$ cat src/rtl/asignador_posicion_pkg.sv
// ---------------------------------------------------------------------------
// asignador_posicion_pkg
// Shared definitions for the slot allocator:
//   - POS_W / N_SLOTS : width of the position bus and size of the slot map
//   - estado_e        : allocator FSM states
//   - one_hot()       : index -> one-hot slot mask, used by both the release
//                       and the grant paths of the occupancy map
// ---------------------------------------------------------------------------
package asignador_posicion_pkg;

    localparam int POS_W   = 4;
    localparam int N_SLOTS = 16;

    typedef enum logic [2:0] {
        IDLE    = 3'd0,
        PEDIR   = 3'd1,
        CAPTURA = 3'd2,
        EVAL    = 3'd3,
        SCAN    = 3'd4
    } estado_e;

    function automatic logic [N_SLOTS-1:0] one_hot(input logic [POS_W-1:0] idx);
        logic [N_SLOTS-1:0] mask;
        mask      = '0;
        mask[idx] = 1'b1;
        return mask;
    endfunction

endpackage

$ cat src/rtl/asignador_posicion_if.sv
// ---------------------------------------------------------------------------
// asignador_posicion_if
// Bundles every non-clock signal of the allocator.
//   master : game/control logic plus the random-position generator
//            (drives solicitar, liberar, liberar_pos, posicion_in)
//   slave  : the allocator itself
//            (drives pedir, listo, fallo, posicion_out, ocupados, lleno)
// ---------------------------------------------------------------------------
interface asignador_posicion_if;
    import asignador_posicion_pkg::*;

    logic               solicitar;
    logic               liberar;
    logic [POS_W-1:0]   liberar_pos;
    logic               pedir;
    logic [POS_W-1:0]   posicion_in;
    logic               listo;
    logic               fallo;
    logic [POS_W-1:0]   posicion_out;
    logic [N_SLOTS-1:0] ocupados;
    logic               lleno;

    modport master (
        output solicitar, liberar, liberar_pos, posicion_in,
        input  pedir, listo, fallo, posicion_out, ocupados, lleno
    );

    modport slave (
        input  solicitar, liberar, liberar_pos, posicion_in,
        output pedir, listo, fallo, posicion_out, ocupados, lleno
    );

endinterface

$ cat src/rtl/asignador_posicion_mapa_ocupacion.sv
// ---------------------------------------------------------------------------
// mapa_ocupacion
// 16-bit occupancy register. Each cycle a release clears one bit and a grant
// sets one bit; when both hit the same slot the grant wins.
//   clk, rst_n      : clock, asynchronous active-low reset (map clears)
//   liberar_i       : release strobe
//   liberar_pos_i   : slot released
//   grant_i         : grant strobe from the allocator FSM
//   grant_pos_i     : slot granted
//   ocupados_o      : registered map, bit i = slot i in use
//   lleno_o         : all slots in use (combinational)
// ---------------------------------------------------------------------------
module mapa_ocupacion
    import asignador_posicion_pkg::*;
(
    input  logic               clk,
    input  logic               rst_n,
    input  logic               liberar_i,
    input  logic [POS_W-1:0]   liberar_pos_i,
    input  logic               grant_i,
    input  logic [POS_W-1:0]   grant_pos_i,
    output logic [N_SLOTS-1:0] ocupados_o,
    output logic               lleno_o
);

    logic [N_SLOTS-1:0] ocupados_q;
    logic [N_SLOTS-1:0] ocupados_d;
    logic [N_SLOTS-1:0] relMask;
    logic [N_SLOTS-1:0] grantMask;

    always_comb begin
        relMask    = liberar_i ? one_hot(liberar_pos_i) : '0;
        grantMask  = grant_i   ? one_hot(grant_pos_i)   : '0;
        ocupados_d = (ocupados_q & ~relMask) | grantMask;
    end

    always_ff @(posedge clk or negedge rst_n) begin
        if (!rst_n) begin
            ocupados_q <= '0;
        end else begin
            ocupados_q <= ocupados_d;
        end
    end

    assign ocupados_o = ocupados_q;
    assign lleno_o    = &ocupados_q;

endmodule

$ cat src/rtl/asignador_posicion.sv
// ---------------------------------------------------------------------------
// asignador_posicion
// Allocates free slots out of a 16-entry map using a random-position
// generator. A request draws positions (pedir pulse, capture, evaluate)
// until a free one is found or MAX_REINTENTOS draws have been spent.
//   clk, rst_n : clock, asynchronous active-low reset
//   bus        : asignador_posicion_if.slave (request, release, generator
//                handshake, grant/fail pulses, map and full flag)
// Parameter MAX_REINTENTOS (1..255): draws allowed per request.
// Optional macro ASIGNADOR_LINEAR_PROBE_EN: when defined, running out of
// draws starts a linear probe from the last drawn slot instead of failing,
// so a grant is guaranteed whenever some slot is free.
// ---------------------------------------------------------------------------
module asignador_posicion
    import asignador_posicion_pkg::*;
#(
    parameter int MAX_REINTENTOS = 8
)
(
    input  logic                 clk,
    input  logic                 rst_n,
    asignador_posicion_if.slave  bus
);

    localparam logic [2:0] ST_IDLE    = IDLE;
    localparam logic [2:0] ST_PEDIR   = PEDIR;
    localparam logic [2:0] ST_CAPTURA = CAPTURA;
    localparam logic [2:0] ST_EVAL    = EVAL;
`ifdef ASIGNADOR_LINEAR_PROBE_EN
    localparam logic [2:0] ST_SCAN    = SCAN;
`endif

    logic [2:0]         state_q,   state_d;
    logic [7:0]         intento_q, intento_d;
    logic [POS_W-1:0]   cand_q,    cand_d;
    logic [POS_W-1:0]   pos_q,     pos_d;
    logic               listo_q,   listo_d;
    logic               fallo_q,   fallo_d;
`ifdef ASIGNADOR_LINEAR_PROBE_EN
    logic [POS_W-1:0]   probe_q,    probe_d;
    logic [POS_W-1:0]   probeCnt_q, probeCnt_d;
`endif

    logic               grant;
    logic [POS_W-1:0]   grantPos;
    logic [8:0]         intentoNext;
    logic [N_SLOTS-1:0] ocupados;
    logic               lleno;

    mapa_ocupacion u_mapa (
        .clk           (clk),
        .rst_n         (rst_n),
        .liberar_i     (bus.liberar),
        .liberar_pos_i (bus.liberar_pos),
        .grant_i       (grant),
        .grant_pos_i   (grantPos),
        .ocupados_o    (ocupados),
        .lleno_o       (lleno)
    );

    // Nine bits so that MAX_REINTENTOS = 255 compares without wrapping.
    assign intentoNext = {1'b0, intento_q} + 9'd1;

    always_comb begin
        state_d   = state_q;
        intento_d = intento_q;
        cand_d    = cand_q;
        pos_d     = pos_q;
        listo_d   = 1'b0;
        fallo_d   = 1'b0;
        grant     = 1'b0;
        grantPos  = cand_q;
`ifdef ASIGNADOR_LINEAR_PROBE_EN
        probe_d    = probe_q;
        probeCnt_d = probeCnt_q;
`endif
        case (state_q)
            ST_IDLE: begin
                if (bus.solicitar) begin
                    if (lleno) begin
                        fallo_d = 1'b1;
                    end else begin
                        intento_d = '0;
                        state_d   = ST_PEDIR;
                    end
                end
            end
            ST_PEDIR: begin
                state_d = ST_CAPTURA;
            end
            ST_CAPTURA: begin
                // The generator latched on the pedir edge, so its output is stable now.
                cand_d  = bus.posicion_in;
                state_d = ST_EVAL;
            end
            ST_EVAL: begin
                // Registered map: a release in this very cycle is not seen yet.
                if (!ocupados[cand_q]) begin
                    grant   = 1'b1;
                    pos_d   = cand_q;
                    listo_d = 1'b1;
                    state_d = ST_IDLE;
                end else begin
                    intento_d = intentoNext[7:0];
                    if (intentoNext < 9'(MAX_REINTENTOS)) begin
                        state_d = ST_PEDIR;
                    end else begin
`ifdef ASIGNADOR_LINEAR_PROBE_EN
                        probe_d    = cand_q + 4'd1;
                        probeCnt_d = '0;
                        state_d    = ST_SCAN;
`else
                        fallo_d    = 1'b1;
                        state_d    = ST_IDLE;
`endif
                    end
                end
            end
`ifdef ASIGNADOR_LINEAR_PROBE_EN
            ST_SCAN: begin
                if (!ocupados[probe_q]) begin
                    grant    = 1'b1;
                    grantPos = probe_q;
                    pos_d    = probe_q;
                    listo_d  = 1'b1;
                    state_d  = ST_IDLE;
                end else if (probeCnt_q == 4'd15) begin
                    // All sixteen slots probed busy.
                    fallo_d = 1'b1;
                    state_d = ST_IDLE;
                end else begin
                    probe_d    = probe_q + 4'd1;
                    probeCnt_d = probeCnt_q + 4'd1;
                end
            end
`endif
            default: begin
                state_d = ST_IDLE;
            end
        endcase
    end

    always_ff @(posedge clk or negedge rst_n) begin
        if (!rst_n) begin
            state_q   <= ST_IDLE;
            intento_q <= '0;
            cand_q    <= '0;
            pos_q     <= '0;
            listo_q   <= 1'b0;
            fallo_q   <= 1'b0;
        end else begin
            state_q   <= state_d;
            intento_q <= intento_d;
            cand_q    <= cand_d;
            pos_q     <= pos_d;
            listo_q   <= listo_d;
            fallo_q   <= fallo_d;
        end
    end

`ifdef ASIGNADOR_LINEAR_PROBE_EN
    always_ff @(posedge clk or negedge rst_n) begin
        if (!rst_n) begin
            probe_q    <= '0;
            probeCnt_q <= '0;
        end else begin
            probe_q    <= probe_d;
            probeCnt_q <= probeCnt_d;
        end
    end
`endif

    // Decoded from the registered state, so reset drops it immediately.
    assign bus.pedir        = (state_q == ST_PEDIR);
    assign bus.listo        = listo_q;
    assign bus.fallo        = fallo_q;
    assign bus.posicion_out = pos_q;
    assign bus.ocupados     = ocupados;
    assign bus.lleno        = lleno;

endmodule

$ cat src/flat_wrapper.sv
// flat-port wrapper written by rule: the top's interface ports become plain ports
module asignador_posicion_flat import asignador_posicion_pkg::*;
#(
    parameter int MAX_REINTENTOS = 8
)
  (clk, rst_n, bus_solicitar, bus_liberar, bus_liberar_pos, bus_posicion_in, bus_pedir, bus_listo, bus_fallo, bus_posicion_out, bus_ocupados, bus_lleno);
  asignador_posicion_if bus_i ();
  input  logic clk;
  input  logic rst_n;
  input wire logic [$bits(bus_i.solicitar)-1:0] bus_solicitar;
  input wire logic [$bits(bus_i.liberar)-1:0] bus_liberar;
  input wire logic [$bits(bus_i.liberar_pos)-1:0] bus_liberar_pos;
  input wire logic [$bits(bus_i.posicion_in)-1:0] bus_posicion_in;
  output wire logic [$bits(bus_i.pedir)-1:0] bus_pedir;
  output wire logic [$bits(bus_i.listo)-1:0] bus_listo;
  output wire logic [$bits(bus_i.fallo)-1:0] bus_fallo;
  output wire logic [$bits(bus_i.posicion_out)-1:0] bus_posicion_out;
  output wire logic [$bits(bus_i.ocupados)-1:0] bus_ocupados;
  output wire logic [$bits(bus_i.lleno)-1:0] bus_lleno;
  assign bus_i.solicitar = bus_solicitar;
  assign bus_i.liberar = bus_liberar;
  assign bus_i.liberar_pos = bus_liberar_pos;
  assign bus_i.posicion_in = bus_posicion_in;
  assign bus_pedir = bus_i.pedir;
  assign bus_listo = bus_i.listo;
  assign bus_fallo = bus_i.fallo;
  assign bus_posicion_out = bus_i.posicion_out;
  assign bus_ocupados = bus_i.ocupados;
  assign bus_lleno = bus_i.lleno;
  asignador_posicion #(.MAX_REINTENTOS(MAX_REINTENTOS)) u_core (.clk(clk), .rst_n(rst_n), .bus(bus_i));
endmodule
$ cat config.mk
export PLATFORM = sky130hd
export DESIGN_NAME = asignador_posicion_flat
export DESIGN_NICKNAME = d
export VERILOG_FILES = /design/src/rtl/asignador_posicion_pkg.sv /design/src/rtl/asignador_posicion_if.sv /design/src/rtl/asignador_posicion_mapa_ocupacion.sv /design/src/rtl/asignador_posicion.sv /design/src/flat_wrapper.sv
export SDC_FILE = /design/constraint.sdc
export NUM_CORES = 1
export LEC_CHECK = 0
export ABC_CLOCK_PERIOD_IN_PS = 2750
export BUFFER_PORTS_ARGS = -buffer_cell sky130_fd_sc_hd__buf_2
export CORE_MARGIN = 2
export CORE_UTILIZATION = 55
export DETAILED_ROUTE_END_ITERATION = 8
export PLACE_DENSITY = 0.79
export SYNTH_ARGS = -nofsm -noshare
export SYNTH_HDL_FRONTEND = slang
export SYNTH_SLANG_ARGS = --single-unit
$ cat constraint.sdc
create_clock -name clk -period 2.75 [get_ports clk]
set_input_delay 0.275 -clock clk [delete_from_list [all_inputs] [get_ports clk]]
set_output_delay 0.275 -clock clk [all_outputs]
set_load 0.01 [all_outputs]
==> results of run 1 <==
report_power, final:
group / internal [µW] / switching, µW / total, µW
Clock: 126 / 167 / 293
Combinational: 481 / 603 / 1080
Sequential: 721 / 242 / 963
layer usage:
| layer | track usage | vias to the layer above | part of all wire |
|---|---|---|---|
| li1 | - | 761 | - |
| met4 | 0.0734 | 0 | 0.018 |
| met3 | 0.0625 | 8 | 0.067 |
| met1 | 0.331 | 776 | 0.47 |
| met2 | 0.332 | 63 | 0.44 |
| met5 | 0 | - | 0 |
cell usage after synthesis (5+ instances only):
master and n:
a21oi_1 5, a31oi_1 7, dfrtp_1 36, ha_1 5
inv_1 10, mux2_2 8, mux2i_1 10, nand2_1 13
nand2b_1 5, nand3_1 7, nor2_1 6, o21ai_0 36
registers in the layout, indices dropped and copies added (netlist names):
signal,count
u_core.u_mapa.ocupados_o,16
u_core.intento_q,8
u_core.bus.posicion_out,4
u_core.cand_q,4
u_core.state_q,2
u_core.bus.fallo,1
u_core.bus.listo,1
final cells by class:
type                            count  share of cell area
Inverter                           10              0.0173
Tap cell                           46              0.0265
Multi-Input combinational cell    135               0.428
Timing Repair Buffer               37              0.0874
Sequential cell                    36               0.414
Clock buffer                        8              0.0270
worst max-delay path: cells and delay by family, from the launching register on:
kind | cells | cell delay, ps
muxes | 3 | 930
DFF | 1 | 690
and+or+nand+nor | 1 | 400
AOI/OAI and AO/OA | 1 | 280
kinds of logic (layout without fill, tap and decap cells):
| kind of cell | Yosys count | after routing |
|---|---|---|
| AO/OA/AOI/OAI | 55 | 55 |
| flip-flops | 36 | 36 |
| AND/OR/NAND/NOR | 54 | 54 |
| XOR/XNOR | 1 | 1 |
| buffers and inverters | 18 | 55 |
| multiplexers | 20 | 20 |
| adder cells (fa/ha/maj) | 5 | 5 |
per-stage QoR:
step | instance area, µm² | utilization | hold slack, ps
after floorplan | 1930 | - | -20.6
after global placement | 2120 | 0.629 | 411
after detailed placement | 2120 | 0.629 | 412
after CTS | 2180 | 0.647 | 15.2
after global routing | 2180 | 0.647 | 65.2
final | 2180 | 0.647 | -0.855
placed cells by master (no fill, tap or decap), types with 6 or more instances in the layout:
master / count
nand3_1: 7
a31oi_1: 7
mux2_2: 8
nand2_1: 13
inv_1: 10
buf_2: 35
dfrtp_1: 36
o21ai_0: 36
nor2_1: 6
mux2i_1: 10
worst min path at each step:
stage | slack, ps | startpoint | to | cells after the start
3_5_place_dp | 410 | rst_n | u_core.u_mapa.ocupados_o[9] | 1
6_report | -0.9 | rst_n | u_core.u_mapa.ocupados_o[1] | 1
2_1_floorplan | -20 | rst_n | u_core.bus.fallo | 0
5_1_grt | 70 | rst_n | u_core.u_mapa.ocupados_o[2] | 1
4_1_cts | 20 | rst_n | u_core.u_mapa.ocupados_o[7] | 1
3_3_place_gp | 410 | rst_n | u_core.u_mapa.ocupados_o[8] | 1
==> impl_metrics.json, run 1 <==
{
  "grt_first_pass_wirelength_um": 6980,
  "rrSetupSlack_ps": 380,
  "worst-path-max-fanout": 14,
  "synth-compound-area-share": 0.172,
  "io_pins": 36,
  "p_total_uw": 2340,
  "antenna_left": 0,
  "cp_common_cell": "mux2i_1",
  "area_growth_pct": 12.7,
  "clkTransAtPathRegs_ps": 100,
  "drt_iter0_markers": 71,
  "place_ws_ps": 400,
  "cp_cell_sequence": "mux2i_1 > mux4_2 > a22oi_4 > and3b_1 > mux2i_1",
  "cts_max_level": 2,
  "finalSetupViolations": 0,
  "synth.top_cells.by_area": "dfrtp_1 (47%), o21ai_0 (9.3%), mux2i_1 (5.2%)",
  "end_kind": "flop",
  "antenna_found_initial": 0,
  "setup_tns_ps": 0,
  "drt-total-wl_um": 4220,
  "violations": "hold timing",
  "synthAdderAreaFrac": 0.0324,
  "synth_top_family_by_area": "compound AO/OA/AOI/OAI gates",
  "drive_gt1_frac": 0.265,
  "portBuffers": 35,
  "multi_input_area_um2": 931,
  "drc": 0,
  "clkSinkCount": 36,
  "ys_types": 37,
  "critical_path.max_stage_delay_ps": 690,
  "synth-simple-area-share": 0.151,
  "ys.warnings.count": 0,
  "root_buffer": "clkbuf_4",
  "yosysSeqAreaShare": 0.467,
  "fin_crit_ps": 2370,
  "die_y_um": 63.2,
  "ys_ff_latch": 36,
  "period_share": 0.862,
  "p_leak_uw": 0.000993,
  "synthArstFlopShare": 1.00,
  "reg2reg_depth": 5,
  "hold_viol": 4,
  "max-slew-margin-rel": 0.473,
  "diodes": 0,
  "timing.hold.ws_ps": -0.855,
  "dieArea_um2": 4000,
  "critPathLaunch": "u_core.cand_q[1]",
  "rows": 21,
  "cts_tree": "built",
  "routedWlPerCell_um": 15.5,
  "grt_max_degree": 37,
  "r2r-end": "u_core.intento_q[1]",
  "critPathArrivalTime_ps": 2650,
  "grt-ovfl-total": 0,
  "cts_buffers": 5,
  "power_density_nw_per_um2": 1080,
  "cp-start-kind": "flop",
  "regToRegStartpoint": "u_core.cand_q[1]",
  "syn_area_um2": 1930,
  "cts-resized-gates": 0,
  "seq_area_um2": 901,
  "via_count": 1608,
  "syn_area_per_cell_um2": 10.2,
  "synth_flop_cell": "dfrtp_1",
  "crit_type": "flop to flop",
  "grt_use_total": 0.228,
  "hold_buffers": 0,
  "fill_cells": 321,
  "cp-endpoint": "u_core.intento_q[1]",
  "setup_slack_ps": 378,
  "stdcell_count": 272,
  "synth_edf_count": 0,
  "initial_core_util": 0.574,
  "muxShareOfSynthArea": 0.122,
  "clk_latency_ps": 350,
  "hpwl_um": 3060,
  "outcome": "finished with violations",
  "fin_skew_ps": 3.14,
  "worst_pin_slew_ps": 790,
  "coreArea_um2": 3360,
  "synth_xor_area_frac": 0.00454,
  "rsz0062_at_grt": "no",
  "clockBufferDepth": 2,
  "layout.nets": 242,
  "chipWidth_um": 63.2,
  "postCtsSetupBuffers": 0,
  "synth.largest_area_cell": "dfrtp_1",
  "synthesis.nets": 206,
  "drv_cap": 0,
  "dp.cells": 264,
  "drv_slew": 0,
  "avgViaCountPerCell": 5.91,
  "ir_worst_vdd_mv": 0.685,
  "crit_slowest_cell": "dfrtp_1",
  "dr.pass1.iters": 5,
  "cp.required_ps": 3030,
  "synthCells": 189,
  "synthDominantCellAreaShare": 0.467,
  "gp_congestion": 0.879,
  "hp-class": "primary input to asynchronous set/reset pin",
  "fmax_mhz": 422,
  "grt_pass1_vias": 1479
}
Power figures use the tool's default switching activity.
==> inputs of run 2 (changes only) <==
--- a/config.mk
+++ b/config.mk
@@ -5,6 +5,7 @@
 export SDC_FILE = /design/constraint.sdc
 export NUM_CORES = 1
 export LEC_CHECK = 0
+export ABC_AREA = 1
 export ABC_CLOCK_PERIOD_IN_PS = 2750
 export BUFFER_PORTS_ARGS = -buffer_cell sky130_fd_sc_hd__buf_2
 export CORE_MARGIN = 2
==> run 2 against run 1 <==
Effect of this change: the flow now finishes without violations; clock skew rose by 4.4 ps; critical path depth grew 7; register-to-register slack better by 480 ps; sequential power shrank 2%; non-clock buffer count is 1 lower; synthesized area increased by 7.1%; power grew 7.0%; clock-buffer cell count did not move; flip-flop and latch count unchanged; via count grew 24%; final cell count rose by 41%.
==> impl_metrics.json, run 2 <==
{
  "layout.nets": 351,
  "worst_pin_slew_ps": 767,
  "synth_flop_cell": "dfrtp_1",
  "drc": 0,
  "final_common_cell": "nand2_1",
  "fill_cells": 349,
  "setup_tns_ps": 0,
  "grt-ovfl-total": 0,
  "worst-path-max-fanout": 26,
  "hold_buffers": 0,
  "end_kind": "flop",
  "drt-total-wl_um": 4580,
  "syn_area_um2": 2070,
  "die_y_um": 65.3,
  "via_count": 1996,
  "r2r-end": "u_core.intento_q[3]",
  "grt_first_pass_wirelength_um": 7930,
  "cts_buffers": 5,
  "yosysMostFrequentCell": "nand2_1",
  "clockBufferDepth": 2,
  "fmax_mhz": 530,
  "antenna_found_initial": 0,
  "cp-start-kind": "flop",
  "regToRegStartpoint": "u_core.cand_q[0]",
  "synthesis.nets": 316,
  "chipWidth_um": 65.3,
  "p_total_uw": 2500,
  "fin_skew_ps": 7.51,
  "max-slew-margin-rel": 0.488,
  "cts-resized-gates": 0,
  "synth_commonest_cells": "nand2_1 (123), dfrtp_1 (36), nor2_1 (28), inv_1 (26)",
  "crit_type": "flop to flop",
  "finalSetupViolations": 0,
  "diodes": 0,
  "final_cell_mix": "nand2_1 (123), dfrtp_1 (36), buf_2 (35)",
  "cts_tree": "built",
  "cts_max_level": 2,
  "synth.top_cells.by_area": "dfrtp_1 (44%), nand2_1 (22%), o21ai_0 (5.6%)",
  "reg2reg_depth": 12,
  "dieArea_um2": 4260,
  "gp_congestion": 0.894,
  "grt_pass1_vias": 1774,
  "synthDominantCellAreaShare": 0.436,
  "avgViaCountPerCell": 5.21,
  "hpwl_um": 3450,
  "area_growth_pct": 13.5,
  "portBuffers": 35,
  "synth.largest_area_cell": "dfrtp_1",
  "fin_crit_ps": 1890,
  "ir_worst_vdd_mv": 0.660,
  "hp-class": "primary input to asynchronous set/reset pin",
  "timing.hold.ws_ps": 61.4,
  "grt_use_total": 0.241,
  "rrSetupSlack_ps": 860,
  "rsz0062_at_grt": "no",
  "period_share": 0.687,
  "rows": 22,
  "ys_ff_latch": 36,
  "synth_edf_count": 0,
  "routedWlPerCell_um": 11.9,
  "hold_viol": 0,
  "grt_max_degree": 37,
  "clk_latency_ps": 290,
  "critPathArrivalTime_ps": 2060,
  "coreArea_um2": 3630,
  "largest_reg_flops": 16,
  "io_pins": 36,
  "clkTransAtPathRegs_ps": 70,
  "initial_core_util": 0.569,
  "synthCells": 299,
  "outcome": "complete, no violations",
  "clkSinkCount": 36,
  "dr.pass1.iters": 6,
  "drv_slew": 0,
  "antenna_left": 0,
  "syn_area_per_cell_um2": 6.91,
  "power_density_nw_per_um2": 1070,
  "root_buffer": "clkbuf_8",
  "p_leak_uw": 0.00122,
  "synthArstFlopShare": 1.00,
  "yosysSeqAreaShare": 0.436,
  "postCtsSetupBuffers": 0,
  "drv_cap": 0,
  "cp.required_ps": 2920,
  "ys_types": 20,
  "drive_gt1_frac": 0.140,
  "ys.warnings.count": 0,
  "drt_iter0_markers": 132
}
## run 2: changes by cell type after synthesis, moves of 4 or more
cell      before  now
a31oi_1        7    0
nand2b_1       5    0
nand3_1        7   14
mux2i_1       10    0
nor3_1         4    0
inv_1         10   26
nand2_1       13  123
o21ai_1        0   23
mux2_2         8    0
buf_2          0    4
nor2_1         6   28
o21ai_0       36   23
## run 2: per-layer routing
| metal | up-vias | share of wire | GRT usage | routed length, µm |
|---|---|---|---|---|
| met2 | 73 | 0.45 | 0.371 | 2070 |
| met3 | 8 | 0.066 | 0.0548 | 301 |
| met4 | 0 | 0.014 | 0.0729 | 66 |
| met5 | - | 0 | 0 | 0 |
| met1 | 896 | 0.47 | 0.341 | 2140 |
| li1 | 1019 | - | - | - |
## run 2: cell families after synthesis
kind of cell | synth area share
buffers and inverters | 0.0769
AOI/OAI and AO/OA | 0.125
adders and majority gates | 0.0303
and+or+nand+nor | 0.332
DFF | 0.436
## run 2: layout make-up
class / instances / area [µm²] / share of cell area
inverters: 28 / 105 / 0.0448
flip-flops and latches: 36 / 901 / 0.384
multi-input cells: 227 / 1010 / 0.429
well taps: 48 / 60.1 / 0.0256
repair buffers: 36 / 183 / 0.0779
clock buffers: 8 / 90.1 / 0.0384
## run 2: worst max-delay path: stages (launching register included)
cell and delay, ps:
dfrtp_1 500, inv_2 200, nand2_1 70, nand2_1 60, nand2_1 40, nand2_1 70, nand2_1 40, nand2_1 130
nor2_4 60, nand2_4 220, nand2_2 210, nand2_1 90, o21ai_1 60
## run 2: worst max path at each step
stage / startpoint / endpoint / slack [ps] / cells past startpoint
after CTS: u_core.cand_q[0] / u_core.intento_q[3] / 860 / 12
final: u_core.cand_q[0] / u_core.intento_q[3] / 860 / 12
after floorplan: u_core.state_q[0] / u_core.intento_q[6] / 1230 / 9
after detailed placement: u_core.cand_q[0] / u_core.intento_q[3] / 870 / 12
after global placement: u_core.cand_q[0] / u_core.intento_q[2] / 940 / 12
after global routing: u_core.cand_q[0] / u_core.intento_q[5] / 610 / 12
## run 2: power by group
group	switching, µW	internal [µW]	leakage [µW]	total [µW]
Sequential	215	728	0.000458	943
Clock	167	204	0.0000455	371
Combinational	786	405	0.000712	1190
## run 2: through the flow
| stage | utilization | setup WS [ps] | std cells | cell area (µm²) |
|---|---|---|---|---|
| floorplan | - | 1230 | 299 | 2070 |
| detailed placement | 0.621 | 867 | 375 | 2260 |
| finish | 0.646 | 862 | 383 | 2350 |
| global route | 0.646 | 609 | 383 | 2350 |
| global placement | 0.621 | 943 | 375 | 2260 |
| CTS | 0.646 | 859 | 383 | 2350 |
